$ cat src/rtl/pll_loop_ctrl.sv
// pll_loop_ctrl: ADPLL loop controller.
// The FLL integrates freq_err until the frequency is settled, then the TDC phase loop (PI) takes over.
// Lock detect promotes to PHASE_LOCKED and demotes on sustained phase error or a frequency jump.
// A rising edge on brake pulls dctrl down by BRAKE_CODE, holds it for BRAKE_CYCLES, then ramps it back up.
// Optional build macro PLL_LF_GEARSHIFT_EN: after 32 cycles in PHASE_LOCKED the phase-loop gains are quartered.
module pll_loop_ctrl #(
  parameter int CNT_W        = 12,
  parameter int TDC_W        = 10,
  parameter int DW           = 24,
  parameter int KI_FREQ      = 400,
  parameter int KP_PHASE     = 10,
  parameter int KI_PHASE     = 1,
  parameter int FLOCK_CYCLES = 10,
  parameter int PLOCK_CYCLES = 16,
  parameter int PLOCK_TOL    = 1,
  parameter int ULOCK_TOL    = 64,
  parameter int ULOCK_CYCLES = 4,
  parameter int BRAKE_CODE   = 200000,
  parameter int BRAKE_CYCLES = 100,
  parameter int BRAKE_STEP   = 2000
) (
  input  logic                    refclk,
  input  logic                    reset,
  input  logic [CNT_W-1:0]        divn,
  input  logic [CNT_W-1:0]        fmeas,
  input  logic                    fmeas_vld,
  input  logic signed [TDC_W-1:0] tdc_out,
  input  logic                    tdc_vld,
  input  logic                    brake,
  output logic signed [DW-1:0]    dctrl,
  output logic [2:0]              lock_state,
  output logic                    locked
);

  localparam int ACC_W = DW;
  localparam int AW1   = ACC_W + 1;
  localparam int WW    = DW + 32;
  localparam int CW    = $clog2(BRAKE_CYCLES + FLOCK_CYCLES + PLOCK_CYCLES + ULOCK_CYCLES + 1);
  localparam logic signed [TDC_W-1:0] TDC_MAX = {1'b0, {(TDC_W-1){1'b1}}};

  typedef enum logic [2:0] {
    S_UNLOCKED = 3'd0,
    S_FLOCK    = 3'd1,
    S_PLOCK    = 3'd2,
    S_BRAKING  = 3'd3,
    S_RECOV    = 3'd4
  } state_t;

  state_t                  state_q, state_d;
  logic signed [ACC_W-1:0] acc_f_q, acc_f_d, acc_p_q, acc_p_d;
  logic signed [DW-1:0]    brake_off_q, brake_off_d, dctrl_q, dctrl_d;
  logic [CW-1:0]           fcnt_q, fcnt_d, pcnt_q, pcnt_d, ucnt_q, ucnt_d, bcnt_q, bcnt_d;
  logic                    brake_q;

  logic signed [CNT_W:0]   freq_err;
  logic signed [TDC_W-1:0] phase_raw, phase_eff;
  logic                    brake_edge, fe_zero, fe_big, pe_small, pe_big;
  logic signed [WW-1:0]    term_f, term_p, term_kp;

  // Clamp a one-bit-wider sum back into the accumulator range instead of wrapping.
  function automatic logic signed [ACC_W-1:0] sat_acc(input logic signed [AW1-1:0] s);
    if (s[AW1-1] != s[AW1-2])
      return s[AW1-1] ? {1'b1, {(ACC_W-1){1'b0}}} : {1'b0, {(ACC_W-1){1'b1}}};
    return s[ACC_W-1:0];
  endfunction

  // Clamp the wide control sum into the signed DCO code range.
  function automatic logic signed [DW-1:0] sat_dw(input logic signed [WW-1:0] v);
    if (!v[WW-1] && (|v[WW-2:DW-1])) return {1'b0, {(DW-1){1'b1}}};
    if (v[WW-1] && !(&v[WW-2:DW-1])) return {1'b1, {(DW-1){1'b0}}};
    return v[DW-1:0];
  endfunction

  assign freq_err   = $signed({1'b0, divn}) - $signed({1'b0, fmeas});
  assign phase_raw  = tdc_vld ? tdc_out : TDC_MAX;   // late feedback reads as maximum lag
  assign brake_edge = brake & ~brake_q;
  assign fe_zero    = (freq_err == '0);
  assign fe_big     = (int'(freq_err) >= 2) || (int'(freq_err) <= -2);
  assign pe_small   = (int'(phase_raw) <= PLOCK_TOL) && (int'(phase_raw) >= -PLOCK_TOL);
  assign pe_big     = (int'(phase_raw) > ULOCK_TOL) || (int'(phase_raw) < -ULOCK_TOL);

`ifdef PLL_LF_GEARSHIFT_EN
  logic [5:0] gcnt_q, gcnt_d;
  logic       gear_on;
  assign gear_on = (gcnt_q == 6'd32);
  // Count cycles spent in PHASE_LOCKED, saturating at the gear-shift point.
  always_comb begin
    gcnt_d = '0;
    if (state_q == S_PLOCK) gcnt_d = gear_on ? gcnt_q : gcnt_q + 6'd1;
  end
  // Gear counter register.
  always_ff @(posedge refclk) begin
    if (reset) gcnt_q <= '0;
    else       gcnt_q <= gcnt_d;
  end
`endif

  // Next-state, accumulator and lock-counter logic.
  always_comb begin
    state_d     = state_q;
    acc_f_d     = acc_f_q;
    acc_p_d     = acc_p_q;
    brake_off_d = brake_off_q;
    fcnt_d      = fcnt_q;
    pcnt_d      = pcnt_q;
    ucnt_d      = ucnt_q;
    bcnt_d      = bcnt_q;
    phase_eff   = '0;
    case (state_q)
      S_UNLOCKED: begin
        if (fmeas_vld) begin
          acc_f_d = sat_acc($signed({acc_f_q[ACC_W-1], acc_f_q}) + AW1'(freq_err));
          if (!fe_zero) begin
            fcnt_d = CW'(FLOCK_CYCLES);
          end else if (fcnt_q <= CW'(1)) begin
            state_d = S_FLOCK;
            fcnt_d  = CW'(FLOCK_CYCLES);
            pcnt_d  = CW'(PLOCK_CYCLES);
          end else begin
            fcnt_d = fcnt_q - CW'(1);
          end
        end
      end
      S_FLOCK, S_PLOCK: begin
        phase_eff = phase_raw;
        acc_p_d   = sat_acc($signed({acc_p_q[ACC_W-1], acc_p_q}) + AW1'(phase_raw));
        if (state_q == S_FLOCK) begin
          if (!pe_small) begin
            pcnt_d = CW'(PLOCK_CYCLES);
          end else if (pcnt_q <= CW'(1)) begin
            state_d = S_PLOCK;
            pcnt_d  = CW'(PLOCK_CYCLES);
            ucnt_d  = CW'(ULOCK_CYCLES);
          end else begin
            pcnt_d = pcnt_q - CW'(1);
          end
        end else begin
          if (!pe_big) begin
            ucnt_d = CW'(ULOCK_CYCLES);
          end else if (ucnt_q <= CW'(1)) begin
            state_d = S_FLOCK;
            ucnt_d  = CW'(ULOCK_CYCLES);
            pcnt_d  = CW'(PLOCK_CYCLES);
          end else begin
            ucnt_d = ucnt_q - CW'(1);
          end
        end
        // A frequency jump throws the loop back to acquisition and drops the phase integral.
        if (fmeas_vld && fe_big) begin
          state_d   = S_UNLOCKED;
          acc_p_d   = '0;
          phase_eff = '0;
          fcnt_d    = CW'(FLOCK_CYCLES);
        end
      end
      S_BRAKING: begin
        if (bcnt_q <= CW'(1)) state_d = S_RECOV;
        else                  bcnt_d  = bcnt_q - CW'(1);
      end
      S_RECOV: begin
        brake_off_d = (brake_off_q > DW'(BRAKE_STEP)) ? brake_off_q - DW'(BRAKE_STEP) : '0;
        if (brake_off_d == '0) begin
          state_d = S_FLOCK;
          pcnt_d  = CW'(PLOCK_CYCLES);
        end
      end
      default: state_d = S_UNLOCKED;
    endcase
    // A brake edge overrides every other transition and freezes both integrators.
    if (brake_edge) begin
      state_d     = S_BRAKING;
      acc_f_d     = acc_f_q;
      acc_p_d     = acc_p_q;
      phase_eff   = '0;
      fcnt_d      = fcnt_q;
      pcnt_d      = pcnt_q;
      ucnt_d      = ucnt_q;
      brake_off_d = DW'(BRAKE_CODE);
      bcnt_d      = CW'(BRAKE_CYCLES);
    end
  end

  // Control-code sum from the updated accumulators.
  always_comb begin
    term_f  = WW'(acc_f_d) * WW'(KI_FREQ);
    term_p  = WW'(acc_p_d) * WW'(KI_PHASE);
    term_kp = WW'(phase_eff) * WW'(KP_PHASE);
`ifdef PLL_LF_GEARSHIFT_EN
    if (gear_on) begin
      term_p  = term_p >>> 2;
      term_kp = term_kp >>> 2;
    end
`endif
    dctrl_d = sat_dw(term_f + term_p + term_kp - WW'(brake_off_d));
  end

  // State and datapath registers.
  always_ff @(posedge refclk) begin
    if (reset) begin
      state_q     <= S_UNLOCKED;
      acc_f_q     <= '0;
      acc_p_q     <= '0;
      brake_off_q <= '0;
      dctrl_q     <= '0;
      fcnt_q      <= CW'(FLOCK_CYCLES);
      pcnt_q      <= CW'(PLOCK_CYCLES);
      ucnt_q      <= CW'(ULOCK_CYCLES);
      bcnt_q      <= CW'(BRAKE_CYCLES);
      brake_q     <= 1'b0;
    end else begin
      state_q     <= state_d;
      acc_f_q     <= acc_f_d;
      acc_p_q     <= acc_p_d;
      brake_off_q <= brake_off_d;
      dctrl_q     <= dctrl_d;
      fcnt_q      <= fcnt_d;
      pcnt_q      <= pcnt_d;
      ucnt_q      <= ucnt_d;
      bcnt_q      <= bcnt_d;
      brake_q     <= brake;
    end
  end

  assign dctrl      = dctrl_q;
  assign lock_state = state_q;
  assign locked     = (state_q == S_PLOCK);

endmodule
$ cat config.mk
export PLATFORM = sky130hd
export DESIGN_NAME = pll_loop_ctrl
export DESIGN_NICKNAME = d
export VERILOG_FILES = /design/src/rtl/pll_loop_ctrl.sv
export SDC_FILE = /design/constraint.sdc
export NUM_CORES = 1
export LEC_CHECK = 0
export ABC_AREA = 1
export CAP_MARGIN = 30
export CELL_PAD_IN_SITES_DETAIL_PLACEMENT = 0
export CELL_PAD_IN_SITES_GLOBAL_PLACEMENT = 1
export CORE_MARGIN = 2
export CORE_UTILIZATION = 25
export CTS_BUF_LIST = sky130_fd_sc_hd__clkbuf_8 sky130_fd_sc_hd__clkbuf_16
export CTS_CLUSTER_DIAMETER = 50
export CTS_CLUSTER_SIZE = 25
export DETAILED_ROUTE_END_ITERATION = 12
export HOLD_SLACK_MARGIN = 0.02
export PLACE_DENSITY = 0.59
export SYNTH_ARGS = -nofsm -noshare
export SYNTH_HDL_FRONTEND = slang
export SYNTH_SLANG_ARGS = --single-unit
$ cat constraint.sdc
create_clock -name refclk -period 10.1 [get_ports refclk]
set_input_delay 1.01 -clock refclk [delete_from_list [all_inputs] [get_ports refclk]]
set_output_delay 1.01 -clock refclk [all_outputs]
set_load 0.02 [all_outputs]
==> impl_results.md <==
* Run status: completed
* Clock sinks at roughly 130
* Fin. max-slew vios at 0
* CORE AREA at just under 0.07 mm2
* Crit path kind: in2reg
* Worst EP arrival at about 10 ns
* Clk pin slew, worst setup/hold paths at 0.07 ns
* Tightest Pin Transition at just under 1 ns
* Syn_nets at 2928
* Starting density of the core at 25.3%
* Final hold slack at roughly 0.46 ns
* Hold_buf cts at 0
* Post-Syn Area at roughly 0.017 mm2
* Nature of the critical path endpoint: register
* RSZ-0062 raised after global routing: true
* Tcrit/Tclk final at between 90% and 100%
* # port buffers at between 60 and 70
* DRT Pass-1 Iters at 5
* WL/cell at around 15 um
* Max Cap Viol at 0
* Critical path launch point type: input port
* Synth Register Bits at 132
* Post-synth ARST share at 0%
* Top cell type's share of synthesized area at approximately 15%
* Vias in the first global route at approximately 19000
* Clock period minus worst slack at 10.01 ns
* Register area share after synthesis at 15.5%
* Largest cells by area after synthesis: dfxtp_1, ha_1, nand2_1, fa_1, inv_1
* Die span in y at roughly 270 um
* Die W at roughly 270 um
* Post-Syn Area per Cell at between 6 and 7 um2
* Largest net degree at the start of global routing at 65
* Required @ worst endpoint at about 11 ns
* Iter 0 DRT Violations at ~830
* Clk Tree Root Cell: clkbuf_16
* Full die area at roughly 0.070 mm2
* Gp weighted congestion at between 0.8 and 0.9
* Relative slew slack at a little over a third
* H-tree depth at 4
* Site row count at 95
* Clock buffer depth at 2
* Mapped Cells at roughly 2600
* Number of CTS-inserted buffers at 17
* DRC at 0
* Detailed Route WL at around 59 mm
* Post-synth top area cell: dfxtp_1
* Worst clock skew at roughly 0.027 ns
* Overall Global Routing Usage at ~17%
* Hold WC Path Type: reg2reg
* Initial antenna violation count at 0
* # setup viols final at 0
* Yosys Warn Count at 0
* Top cells by count, synth: nand2_1, inv_1, nor2_1
* Slowest-stage cell, CP: fa_1
* Most common cell on crit path: nand2_2
* Cell variety after synth at 53
* FMAX at around 100 MHz
* GR Overflow Total at 0
* Setup_tns at 0 ns
* Most numerous cell in the Yosys netlist: nand2_1
* Predominant post-synthesis flop cell: dfxtp_1
* Net count, final at approximately 3400
* Skew-Pair Late Insertion Delay at ~0.49 ns
* Via density at 4.59
* Number of nets with antenna violations after routing at 0
* I/O pin count at 67
* DR vias at 18200
* First-pass GRT wire length at 96.8 mm
* DP HPWL at just under 50 mm
* EDFF count, synth at 0
* CTS tree: built
* Final Hold Vio Count at 0
* Layout cell share with drive strength beyond 1 at roughly 28%
* Worst Path Max Fanout at 7
* Largest stage delay on the critical path at a little over 0.5 ns
* Area growth from synthesis to layout at 43.8%
-- layer usage --
metal | share of wire (%) | GRT usage (%)
met1 | 47 | 21.6
met4 | 2.4 | 5.07
met2 | 48 | 30.6
met3 | 2.1 | 1.92
met5 | 0 | 0
-- final cells by class --
type                    instances  area (um2)
fillers                      7130       42800
multi-input cells            1984       14400
repair buffers                505        4130
flip-flops and latches        132        2640
inverters                     442        1670
well taps                     873        1090
clock buffers                  17         425
clock inverters                15         185
repair inverters                1        7.51
diodes                          2        5.00
-- kinds of logic (layout without fill, tap and decap cells) --
kind of cell               count (synthesis)  after routing  share of synthesized area [%]
AOI/OAI and AO/OA                        463            463                           14.9
xor gates and xnor gates                  90             90                           4.62
adders and majority gates                293            293                           25.5
buffers and inverters                    480            980                           11.0
DFF                                      132            132                           15.5
other                                      0              2                              0
and+or+nand+nor                         1138           1138                           28.5
-- flip-flops by register name, indices dropped and copies added, names as in the netlist --
name,cells
ucnt_q,8
brake_off_q,24
dctrl,24
acc_f_q,24
acc_p_q,24
bcnt_q,8
pcnt_q,8
lock_state,3
fcnt_q,8
brake_q,1
-- repair_timing --
item	in CTS	in global routing
endpoints found under the setup margin	24	24
buffers inserted	39	23
cloned	4	1
pin swaps	80	105
endpoints found under the hold margin	0	0
gates resized for setup	291	159
-- worst paths after layout --
check | from | end | slack, ns | cells after the start
hold / removal | bcnt_q[6] | bcnt_q[6] | 0.46 | 2
hold reg to reg | bcnt_q[6] | bcnt_q[6] | 0.46 | 2
setup / recovery | divn[0] | dctrl[19] | 0.09 | 66
setup reg to reg | acc_f_q[0] | dctrl[19] | 1.35 | 59
-- critical path, delay by kind of cell --
kind / cells / cell delay (ns)
and+or+nand+nor: 28 / 2.42
adders and majority gates: 12 / 3.78
AOI/OAI and AO/OA: 9 / 1.38
buffers and inverters: 16 / 1.64
xor gates and xnor gates: 1 / 0.14
-- layout by cell type (no fill, tap or decap), types with 9 or more instances in the layout --
master,instances
a21o_1,18
a21oi_1,172
a21oi_2,51
a31oi_1,12
buf_4,421
buf_6,10
clkbuf_16,18
clkdlybuf4s50_1,41
dfxtp_1,132
dlygate4sd2_1,17
fa_1,88
ha_1,137
ha_4,63
inv_1,400
inv_2,36
nand2_1,489
nand2_2,61
nand2_4,21
nand3_1,130
nand3_2,10
nand4_1,40
nor2_1,250
nor2_2,44
nor3_1,39
o211ai_1,9
o21ai_0,97
o21ai_1,22
o21ai_2,18
o21bai_1,14
xnor2_1,30
xor2_1,53
-- metrics by stage --
stage               setup slack [ns]  utilization, %  cell area [um2]  instances
floorplan                     0.0245               -            17100       2596
global placement               -1.34            31.9            21500       3871
detailed placement             -1.43            31.9            21500       3871
CTS                           0.0212            35.2            23700       3946
global route                  -0.442            36.4            24500       3969
finish                        0.0918            36.4            24500       3971
Power is not shown: default switching activity piles up to over one toggle a cycle in this logic, so the estimate is an artifact.
